--- src/rtl/fetch_ctrl.sv ---
// Instruction-fetch controller: owns the PC, handshakes with instruction memory and feeds IF/ID.
// Optional macro FETCH_ALIGN_CHECK_EN adds fetch_err and halts on odd redirect targets.
module fetch_ctrl #(
  parameter logic [15:0] RESET_PC  = 16'h0000,
  parameter logic [15:0] NOP_INSTR = 16'h0800
) (
  input  logic        clk,
  input  logic        rst,
  input  logic        stall_in,
  input  logic        redirect,
  input  logic [15:0] redirect_pc,
  input  logic        halt_in,
  output logic        mem_rd,
  output logic [15:0] mem_addr,
  input  logic        mem_done,
  input  logic [15:0] mem_data,
  output logic        ifid_write,
  output logic        ifid_flush,
  output logic [15:0] ifid_pc,
  output logic [15:0] ifid_instr
`ifdef FETCH_ALIGN_CHECK_EN
  ,
  output logic        fetch_err
`endif
);

  typedef enum logic [1:0] {FETCH, HOLD, DRAIN, HALTED} state_t;

  state_t      state_q, state_d;
  logic [15:0] pc_q, pc_d;
  logic [15:0] buf_q, buf_d;
  logic [15:0] bufpc_q, bufpc_d;
  logic [15:0] addr_q, addr_d;
  logic [15:0] pc_inc;
  logic [15:0] target;
  logic        bad_target;
  logic        redir_act;

  assign pc_inc    = pc_q + 16'd2;
  assign redir_act = redirect && (state_q != HALTED);

`ifdef FETCH_ALIGN_CHECK_EN
  logic err_q, err_d;
  assign target     = redirect_pc;
  assign bad_target = redirect_pc[0];
  assign fetch_err  = err_q;
`else
  assign target     = redirect_pc & 16'hFFFE;
  assign bad_target = 1'b0;
`endif

  always_comb begin
    state_d    = state_q;
    pc_d       = pc_q;
    buf_d      = buf_q;
    bufpc_d    = bufpc_q;
    addr_d     = addr_q;
`ifdef FETCH_ALIGN_CHECK_EN
    err_d      = err_q;
`endif
    mem_rd     = 1'b0;
    mem_addr   = pc_q;
    ifid_write = 1'b0;
    ifid_flush = 1'b0;
    ifid_pc    = 16'h0000;
    ifid_instr = NOP_INSTR;

    case (state_q)
      FETCH: begin
        mem_rd     = 1'b1;
        addr_d     = pc_q;
        ifid_pc    = pc_inc;
        ifid_instr = mem_data;
        if (mem_done) begin
          pc_d = pc_inc;
          if (!stall_in) begin
            ifid_write = 1'b1;
          end else begin
            buf_d   = mem_data;
            bufpc_d = pc_inc;
            state_d = HOLD;
          end
        end
        if (halt_in) state_d = HALTED;
      end
      HOLD: begin
        ifid_pc    = bufpc_q;
        ifid_instr = buf_q;
        if (!stall_in) begin
          ifid_write = 1'b1;
          state_d    = FETCH;
        end
        if (halt_in) state_d = HALTED;
      end
      DRAIN: begin
        // The old request is still in flight; keep presenting its address until it completes.
        mem_rd   = 1'b1;
        mem_addr = addr_q;
        if (mem_done) state_d = FETCH;
        if (halt_in) state_d = HALTED;
      end
      default: begin
      end
    endcase

    // A redirect squashes whatever the state logic decided above.
    if (redir_act) begin
      ifid_flush = 1'b1;
      ifid_write = 1'b0;
      ifid_pc    = 16'h0000;
      ifid_instr = NOP_INSTR;
      pc_d       = pc_q;
      if (bad_target) begin
`ifdef FETCH_ALIGN_CHECK_EN
        err_d = 1'b1;
`endif
        state_d = HALTED;
      end else begin
        pc_d    = target;
        state_d = (state_q != HOLD && !mem_done) ? DRAIN : FETCH;
      end
    end

    if (rst) begin
      mem_rd     = 1'b0;
      mem_addr   = RESET_PC;
      ifid_write = 1'b0;
      ifid_flush = 1'b0;
      ifid_pc    = 16'h0000;
      ifid_instr = NOP_INSTR;
    end
  end

  always_ff @(posedge clk or posedge rst) begin
    if (rst) begin
      state_q <= FETCH;
      pc_q    <= RESET_PC;
      buf_q   <= 16'h0000;
      bufpc_q <= 16'h0000;
      addr_q  <= RESET_PC;
`ifdef FETCH_ALIGN_CHECK_EN
      err_q   <= 1'b0;
`endif
    end else begin
      state_q <= state_d;
      pc_q    <= pc_d;
      buf_q   <= buf_d;
      bufpc_q <= bufpc_d;
      addr_q  <= addr_d;
`ifdef FETCH_ALIGN_CHECK_EN
      err_q   <= err_d;
`endif
    end
  end

endmodule
--- config.mk ---
export PLATFORM = sky130hd
export DESIGN_NAME = fetch_ctrl
export DESIGN_NICKNAME = d
export VERILOG_FILES = /design/src/rtl/fetch_ctrl.sv
export SDC_FILE = /design/constraint.sdc
export NUM_CORES = 1
export LEC_CHECK = 0
export BUFFER_PORTS_ARGS = -buffer_cell sky130_fd_sc_hd__buf_2
export CELL_PAD_IN_SITES_DETAIL_PLACEMENT = 1
export CELL_PAD_IN_SITES_GLOBAL_PLACEMENT = 1
export CORE_MARGIN = 2
export CORE_UTILIZATION = 44
export CTS_BUF_LIST = sky130_fd_sc_hd__clkbuf_8 sky130_fd_sc_hd__clkbuf_16
export DETAILED_ROUTE_END_ITERATION = 8
export PLACE_DENSITY = 0.92
export SYNTH_ARGS = -nofsm -noshare
export SYNTH_HDL_FRONTEND = slang
export SYNTH_SLANG_ARGS = --single-unit
--- constraint.sdc ---
create_clock -name clk -period 7.05 [get_ports clk]
set_input_delay 0.705 -clock clk [delete_from_list [all_inputs] [get_ports clk]]
set_output_delay 0.705 -clock clk [all_outputs]
set_load 0.005 [all_outputs]
# Word-level counts from Yosys, hierarchy flattened
# Cells that the tools add are included.
[totals] out_inout_bits=51 regBits=66 wordCells=55
[classes] add_sub_neg=1 muxes=30 eq_ne=8 n_reduce_logical=11
[op_table] cell="2-to-1 mux 16 bit" n=9
[op_table] cell="one-hot mux 16 bit (2 select lines)" n=2
[op_table] cell="2-to-1 mux 2 bit" n=9
[op_table] cell="adder 16 x 2 -> 16 bit (second input constant)" n=1
[op_table] cell="!= test 4 bit (second input constant)" n=4
[op_table] cell="2-to-1 mux 1 bit" n=8
[op_table] cell="one-hot mux 2 bit (3 select lines)" n=1
[op_table] cell="AND reduction 5 bit" n=1
[op_table] cell="nonzero test 2 bit" n=2
[op_table] cell="nonzero test 4 bit" n=1
[op_table] cell="AND reduction 3 bit" n=1
[op_table] cell="== test 2 x 1 -> 1 bit (second input constant)" n=1
[op_table] cell="== test 2 bit (second input constant)" n=1
[op_table] cell="logical AND 1 bit" n=2
[op_table] cell="logical NOT 2 bit" n=1
[op_table] cell="!= test 2 x 1 -> 1 bit (second input constant)" n=1
[op_table] cell="!= test 2 bit (second input constant)" n=1
[op_table] cell="one-hot mux 1 bit (2 select lines)" n=1
[op_table] cell="AND reduction 2 bit" n=1
[op_table] cell="OR reduction 2 bit" n=1
[op_table] cell="logical NOT 1 bit" n=1

# Longest topological paths before layout
# Gate-level depths: netlist of the first run.
[logic_depth] word_depth=5 depth_mapped=8

# Least setup slack after synthesis of the first run
# No wires, ideal clock.
[synth_timing] path_kind="input port to output port" start="in rst" end="out ifid_pc[15]" slack_ps=3212 stages=5 n_path_buf=1 arrival_time_ps=3133 required_time_ps=6345 path_cell_list="clkbuf_1 -> inv_1 -> nand2_1 -> or3_1 -> nand3_1"
[synth_via] elab_chain_len=1
[synth_rtl] item="from (decl)" line="8" source="input logic rst,"
[synth_rtl] item="2-to-1 mux 16 bit" line="124" source="if (rst) begin"
[synth_rtl] item="to (decl)" line="19" source="output logic [15:0] ifid_pc,"
# Every way passes these cells.

# Worst setup path after layout of the first run
[layout_timing] start="reg state_q[0]" end="out ifid_pc[15]"
[layout_via] elab_chain_len=4 word_cells_on_any_way=7 classes_between="2 x eq/ne; 3 x mux; 2 x reduce/logical"
[layout_rtl] item="from (decl)" line="29" source="state_t state_q, state_d;"
[layout_rtl] item="from (signal assigned)" line="145" source="state_q <= state_d;"
[layout_rtl] item="== test 2 x 1 -> 1 bit, or another cell as far along" line="68" source="case (state_q)"
[layout_rtl] item="one-hot mux 16 bit (2 select lines) / logical AND 1 bit (equally long branches)" line="68, 40"
[layout_rtl] item="2-to-1 mux 16 bit (*)" line="107" source="if (redir_act) begin"
[layout_rtl] item="2-to-1 mux 16 bit (*)" line="124"
# Mark *: on every way between the ends. The rest lies on a longest branch, timed or not.

==> results of run 1 <==
worst max path at each step:
stage	endpoint	slack, ns	cells after the start
2_1_floorplan	ifid_pc[15]	3.21	5
3_3_place_gp	ifid_pc[15]	4.05	6
3_5_place_dp	ifid_pc[15]	4.00	6
4_1_cts	ifid_pc[15]	3.76	6
5_1_grt	ifid_pc[15]	3.59	6
6_report	ifid_pc[15]	3.74	6
layout make-up:
type / instances / area share [%]
Inverter: 10 / 0.857
Clock buffer: 9 / 2.83
Clock inverter: 6 / 1.43
Timing Repair Buffer: 90 / 10.6
Tap cell: 105 / 3.00
Sequential cell: 63 / 36.0
Multi-Input combinational cell: 288 / 45.3
stage by stage:
stage	std cells	power [mW]
floorplan	400	1.30
global placement	556	1.49
detailed placement	556	1.56
CTS	571	1.89
global route	571	2.02
finish	571	1.88
metal layers:
metal / up-vias / global-route usage [%]
met2: 97 / 41.5
li1: 1511 / -
met4: 0 / 6.83
met1: 1650 / 29.0
met3: 19 / 5.42
met5: - / 0
cell families (layout without fill, tap and decap cells):
group,count (synthesis),in the layout,synth area share [%]
simple gates,134,134,18.5
compound gates,74,74,12.3
flops,63,63,41.7
mux,50,50,14.4
buf+inv,49,115,5.99
xor+xnor,22,22,5.10
fa+ha+maj,6,6,1.99
other cells,1,2,0.0992
synth_stat cells, types with 4 or more instances:
master / number / area share [%]
buf_1: 4 / 0.40
nor2_1: 47 / 4.7
a22oi_1: 21 / 4.2
mux2_2: 34 / 10
mux2i_1: 16 / 4.2
o31a_1: 5 / 1.2
o21ai_1: 8 / 1.1
buf_2: 13 / 1.7
a21oi_1: 10 / 1.3
nor3_1: 8 / 1.1
clkbuf_1: 16 / 1.6
o21ai_0: 23 / 3.0
nand3_1: 12 / 1.6
nand4_1: 4 / 0.66
dfrtp_1: 63 / 42
nor4_1: 6 / 0.99
xnor2_1: 20 / 4.6
ha_1: 6 / 2.0
buf_4: 5 / 0.99
nand2_1: 38 / 3.8
inv_1: 10 / 0.99
nor4_4: 4 / 2.3
sequential cells by signal, indices dropped and copies added, names as in the netlist:
signal / flops
state_q: 2
addr_q: 15
pc_q: 15
bufpc_q: 15
buf_q: 16
power breakdown:
group          leakage, nW  switching [mW]  internal [mW]
sequential           0.769           0.187          0.537
combinational         1.15           0.457          0.385
clock               0.0871           0.152          0.160
critical path: cells and delay by family, from the launching register on:
| family | cells | cell delay (ns) |
|---|---|---|
| buffers and inverters | 1 | 0.12 |
| DFF | 1 | 0.46 |
| and+or+nand+nor | 4 | 1.44 |
| adders and majority gates | 1 | 0.22 |
==> flow_metrics.env, run 1 <==
export IMPL_outcome="finished, final reports clean"
export IMPL_mostFrequentLayoutCells="85 x buf_2, 63 x dfrtp_1, 47 x nor2_1, 38 x nand2_1, 34 x mux2_2"
export IMPL_routabilityCongestion=0.849
export IMPL_cp_arrival_ns=2.61
export IMPL_power_density_mw_per_mm2=429
export IMPL_slew_headroom_pct=25.2
export IMPL_wl_met3_um=566
export IMPL_worstHoldPathCells=2
export IMPL_critPathMaxFanout=26
export IMPL_grt_overflow=0
export IMPL_final_area_mm2=0.00438
export IMPL_final_common_cell="buf_2"
export IMPL_cts_resized=0
export IMPL_crit_reg2reg_capture="pc_q[15]"
export IMPL_timing_max_cap_violations=0
export IMPL_cpPeakStageDelay_ns=0.59
export IMPL_drtIter0Drc=134
export IMPL_htree_levels=3
export IMPL_crit_type="flop to output pin"
export IMPL_path_cells="ha_1, nand2b_1, nand2_1, or3_1, nand3_1, buf_2"
export IMPL_cts_sinks=63
export IMPL_cts_buffer_depth=2
export IMPL_post_route_drc_count=0
export IMPL_endpoint_kind="output pin"
export IMPL_multi_input_area_mm2=0.00199
export IMPL_syn_cell_area_mm2=0.00378
export IMPL_ys_seq_elements=63
export IMPL_fin_skew_ns=0.0102
export IMPL_vdd_ir_drop_max_uv=167
export IMPL_timing_final_ws_setup_ns=3.74
export IMPL_ff2ff_path_depth=7
export IMPL_fp_dieH_um=96.7
export IMPL_power_leakage_nw=2.00
export IMPL_synth_seq_area_share_pct=41.7
export IMPL_cp_start_kind="flop"
export IMPL_cts_root_buf="clkbuf_8"
export IMPL_startpoint="state_q[0]"
export IMPL_slew_viol_final=0
export IMPL_drive_above_1_share_pct=32.8
export IMPL_die_w_um=96.7
export IMPL_totalWireLength_um=10700
export IMPL_synth_edf_count=0
export IMPL_port_buffers=85
export IMPL_setup_tns_ns=0
export IMPL_synth_cell_types=41
export IMPL_cts_hold_buf=0
export IMPL_hold_class="flop to flop"
export IMPL_finalSetupViolCount=0
export IMPL_rsz0062_at_grt="no"
export IMPL_synth_warnings=0
export IMPL_tritoncts="built"
export IMPL_wl_per_cell_um=18.7
export IMPL_dpl_worst_slack_ns=4.00
export IMPL_finalHoldViolations=0
export IMPL_cp_slowest_cell="nand2_1"
export IMPL_firstDrtPassIters=4
export IMPL_wl_met1_um=4440
export IMPL_ys_async_sr_fraction_pct=100
export IMPL_place_area_mm2=0.00420
export IMPL_syn_to_final_growth_pct=15.9
export IMPL_wl_met2_um=5510
export IMPL_grt_antenna_before_repair=0
export IMPL_period_share_pct=47.0
export IMPL_finalCriticalPeriod_ns=3.31
export IMPL_grt_pass1_wl_um=17900
export IMPL_n_fill_cell=994
export IMPL_dp_hpwl_um=7130
export IMPL_clkLatencyLatePin_ns=0.36
export IMPL_syn_inst=399
export IMPL_required_ns=6.34
export IMPL_reg2reg_slack_ns=4.07
export IMPL_timing_rr_start="state_q[0]"
export IMPL_nets=506
export IMPL_highest_layer="met4"
export IMPL_die_area_mm2=0.00935
export IMPL_grt_max_degree=64
export IMPL_whs_endpoint="bufpc_q[8]"
export IMPL_ys_flop_type="dfrtp_1"
export IMPL_vias=3277
export IMPL_first_global_vias=3499
export IMPL_regArea_mm2=0.00158
export IMPL_fmax_ghz=0.302
export IMPL_clk_pin_slew_ns=0.07
export IMPL_cts_buffers=9
export IMPL_worst_pin_slew_ns=1.12
export IMPL_diodes=0
export IMPL_post_cts_repair_setup_buffers=0
export IMPL_rows=33
export IMPL_coreArea_mm2=0.00826
export IMPL_final_util_pct=53.1
export IMPL_grt_use_total_pct=23.6
export IMPL_syn_area_per_cell_um2=9.48
export IMPL_initial_core_util_pct=45.8
export IMPL_avgViaCountPerCell=5.74
export IMPL_io_pins=89
export IMPL_hold_start="bufpc_q[8]"
export IMPL_ant_nets=0
export IMPL_holdWs_ns=0.491
Power figures use the tool's default switching activity.
==> run 2, diff against run 1 <==
--- a/config.mk
+++ b/config.mk
@@ -9,10 +9,10 @@
 export CELL_PAD_IN_SITES_DETAIL_PLACEMENT = 1
 export CELL_PAD_IN_SITES_GLOBAL_PLACEMENT = 1
 export CORE_MARGIN = 2
-export CORE_UTILIZATION = 44
+export CORE_UTILIZATION = 41
 export CTS_BUF_LIST = sky130_fd_sc_hd__clkbuf_8 sky130_fd_sc_hd__clkbuf_16
 export DETAILED_ROUTE_END_ITERATION = 8
-export PLACE_DENSITY = 0.92
+export PLACE_DENSITY = 0.87
 export SYNTH_ARGS = -nofsm -noshare
 export SYNTH_HDL_FRONTEND = slang
 export SYNTH_SLANG_ARGS = --single-unit
==> constraint.sdc (replaced) <==
create_clock -name clk -period 3.1 [get_ports clk]
set_input_delay 0.31 -clock clk [delete_from_list [all_inputs] [get_ports clk]]
set_output_delay 0.31 -clock clk [all_outputs]
set_load 0.005 [all_outputs]
==> flow_metrics.env, run 2 (synthesis gave the netlist of run 1 again) <==
export IMPL_hold_start="redirect_pc[13]"
export IMPL_die_area_mm2=0.0100
export IMPL_cts_root_buf="clkbuf_8"
export IMPL_die_w_um=100
export IMPL_sw_frac_of_total_pct=40.3
export IMPL_grt_use_total_pct=21.7
export IMPL_final_common_cell="buf_2"
export IMPL_avgViaCountPerCell=5.54
export IMPL_rsz0062_at_grt="no"
export IMPL_grt_max_degree=64
export IMPL_timing_final_ws_setup_ns=0.409
export IMPL_required_ns=2.79
export IMPL_diodes=0
export IMPL_worstHoldPathCells=3
export IMPL_cts_buffer_depth=2
export IMPL_p_int_mw=2.65
export IMPL_drtIter0Drc=156
export IMPL_nets=511
export IMPL_busiest_layer="met2"
export IMPL_fin_skew_ns=0.00726
export IMPL_period_share_pct=86.8
export IMPL_first_global_vias=3363
export IMPL_largest_reg_flops=16
export IMPL_firstDrtPassIters=4
export IMPL_reg2reg_slack_ns=0.92
export IMPL_io_pins=89
export IMPL_rows=35
export IMPL_cts_hold_buf=0
export IMPL_coreArea_mm2=0.00911
export IMPL_port_buffers=85
export IMPL_seqPwrFrac_pct=36.9
export IMPL_htree_levels=3
export IMPL_post_cts_repair_setup_buffers=0
export IMPL_cp_arrival_ns=2.38
export IMPL_grt_antenna_before_repair=0
export IMPL_wl_per_cell_um=17.5
export IMPL_timing_rr_start="state_q[1]"
export IMPL_power_leakage_nw=2.06
export IMPL_final_area_mm2=0.00449
export IMPL_grt_pass1_wl_um=17200
export IMPL_cts_resized=0
export IMPL_initial_core_util_pct=41.5
export IMPL_use_met1_pct=27.6
export IMPL_p_sw_mw=1.79
export IMPL_p_clk_share_pct=20.0
export IMPL_crit_type="flop to output pin"
export IMPL_post_route_drc_count=0
export IMPL_clkLatencyLatePin_ns=0.35
export IMPL_mostFrequentLayoutCells="85 x buf_2, 63 x dfrtp_1, 47 x nor2_1, 38 x nand2_1, 34 x mux2_2"
export IMPL_slew_viol_final=0
export IMPL_timing_max_cap_violations=0
export IMPL_setup_tns_ns=0
export IMPL_comb_power_share_pct=43.1
export IMPL_endpoint_kind="output pin"
export IMPL_use_met2_pct=37.0
export IMPL_regMostFlops="buf_q"
export IMPL_fp_dieH_um=100
export IMPL_dpl_worst_slack_ns=0.809
export IMPL_syn_to_final_growth_pct=18.6
export IMPL_slew_headroom_pct=37.4
export IMPL_worst_pin_slew_ns=0.940
export IMPL_finalSetupViolCount=0
export IMPL_cts_buffers=9
export IMPL_outcome="finished, final reports clean"
export IMPL_finalHoldViolations=0
export IMPL_routabilityCongestion=0.781
export IMPL_power_density_mw_per_mm2=990
export IMPL_cts_sinks=63
export IMPL_dp_hpwl_um=7210
export IMPL_drive_above_1_share_pct=33.7
export IMPL_grt_overflow=0
export IMPL_ff2ff_path_depth=6
export IMPL_totalWireLength_um=10200
export IMPL_tritoncts="built"
export IMPL_cp_start_kind="flop"
export IMPL_ant_nets=0
export IMPL_clk_pin_slew_ns=0.08
export IMPL_finalCriticalPeriod_ns=2.69
export IMPL_critPathMaxFanout=24
export IMPL_vdd_ir_drop_max_uv=446
export IMPL_use_met3_pct=5.99
export IMPL_startpoint="state_q[1]"
export IMPL_vias=3228
export IMPL_place_area_mm2=0.00424
export IMPL_fmax_ghz=0.372
export IMPL_hold_class="input port to flop"
## run 2: routing by layer
metal / vias up / share of wire, %
met5: - / 0
met3: 14 / 5.3
met1: 1599 / 44
met2: 91 / 50
li1: 1524 / -
met4: 0 / 1.4
## run 2: area by class of cell
type,instances,area (µm²)
fill,1083,4620
tap,111,139
timing repair buffer,95,500
inverter,10,37.5
multi-input combinational,288,1990
clock buffer,9,124
clock inverter,7,121
sequential,63,1580
## run 2: metrics by stage
stage,instances,utilization (%),hold WS [ns],power (mW)
after floorplan,400,-,0.427,2.96
after global routing,583,49.2,0.170,4.79
after detailed placement,567,46.6,0.476,3.56
final,583,49.2,0.170,4.44
after CTS,583,49.2,0.161,4.48
after global placement,567,46.6,0.460,3.44
## run 2: worst max-delay path, stage by stage (launching register included)
cell and delay (ns):
dfrtp_1 0.44, inv_1 0.12, ha_1 0.78, buf_4 0.33
a22oi_1 0.12, nor2_1 0.11, buf_2 0.13
## run 2: worst paths after layout
check	to
setup / recovery	ifid_pc[5]
hold / removal	pc_q[13]
setup reg to reg	state_q[0]
hold reg to reg	bufpc_q[8]
max in group asynchronous	bufpc_q[11]
min in group asynchronous	buf_q[0]
## run 2: power groups by stage
stage	clock, mW	combinational, mW	sequential [mW]
finish	0.887	1.91	1.64
global route	0.939	2.14	1.71
CTS	0.904	1.94	1.64
detailed placement	0	1.92	1.65
global placement	0	1.83	1.60
floorplan	0	1.56	1.41
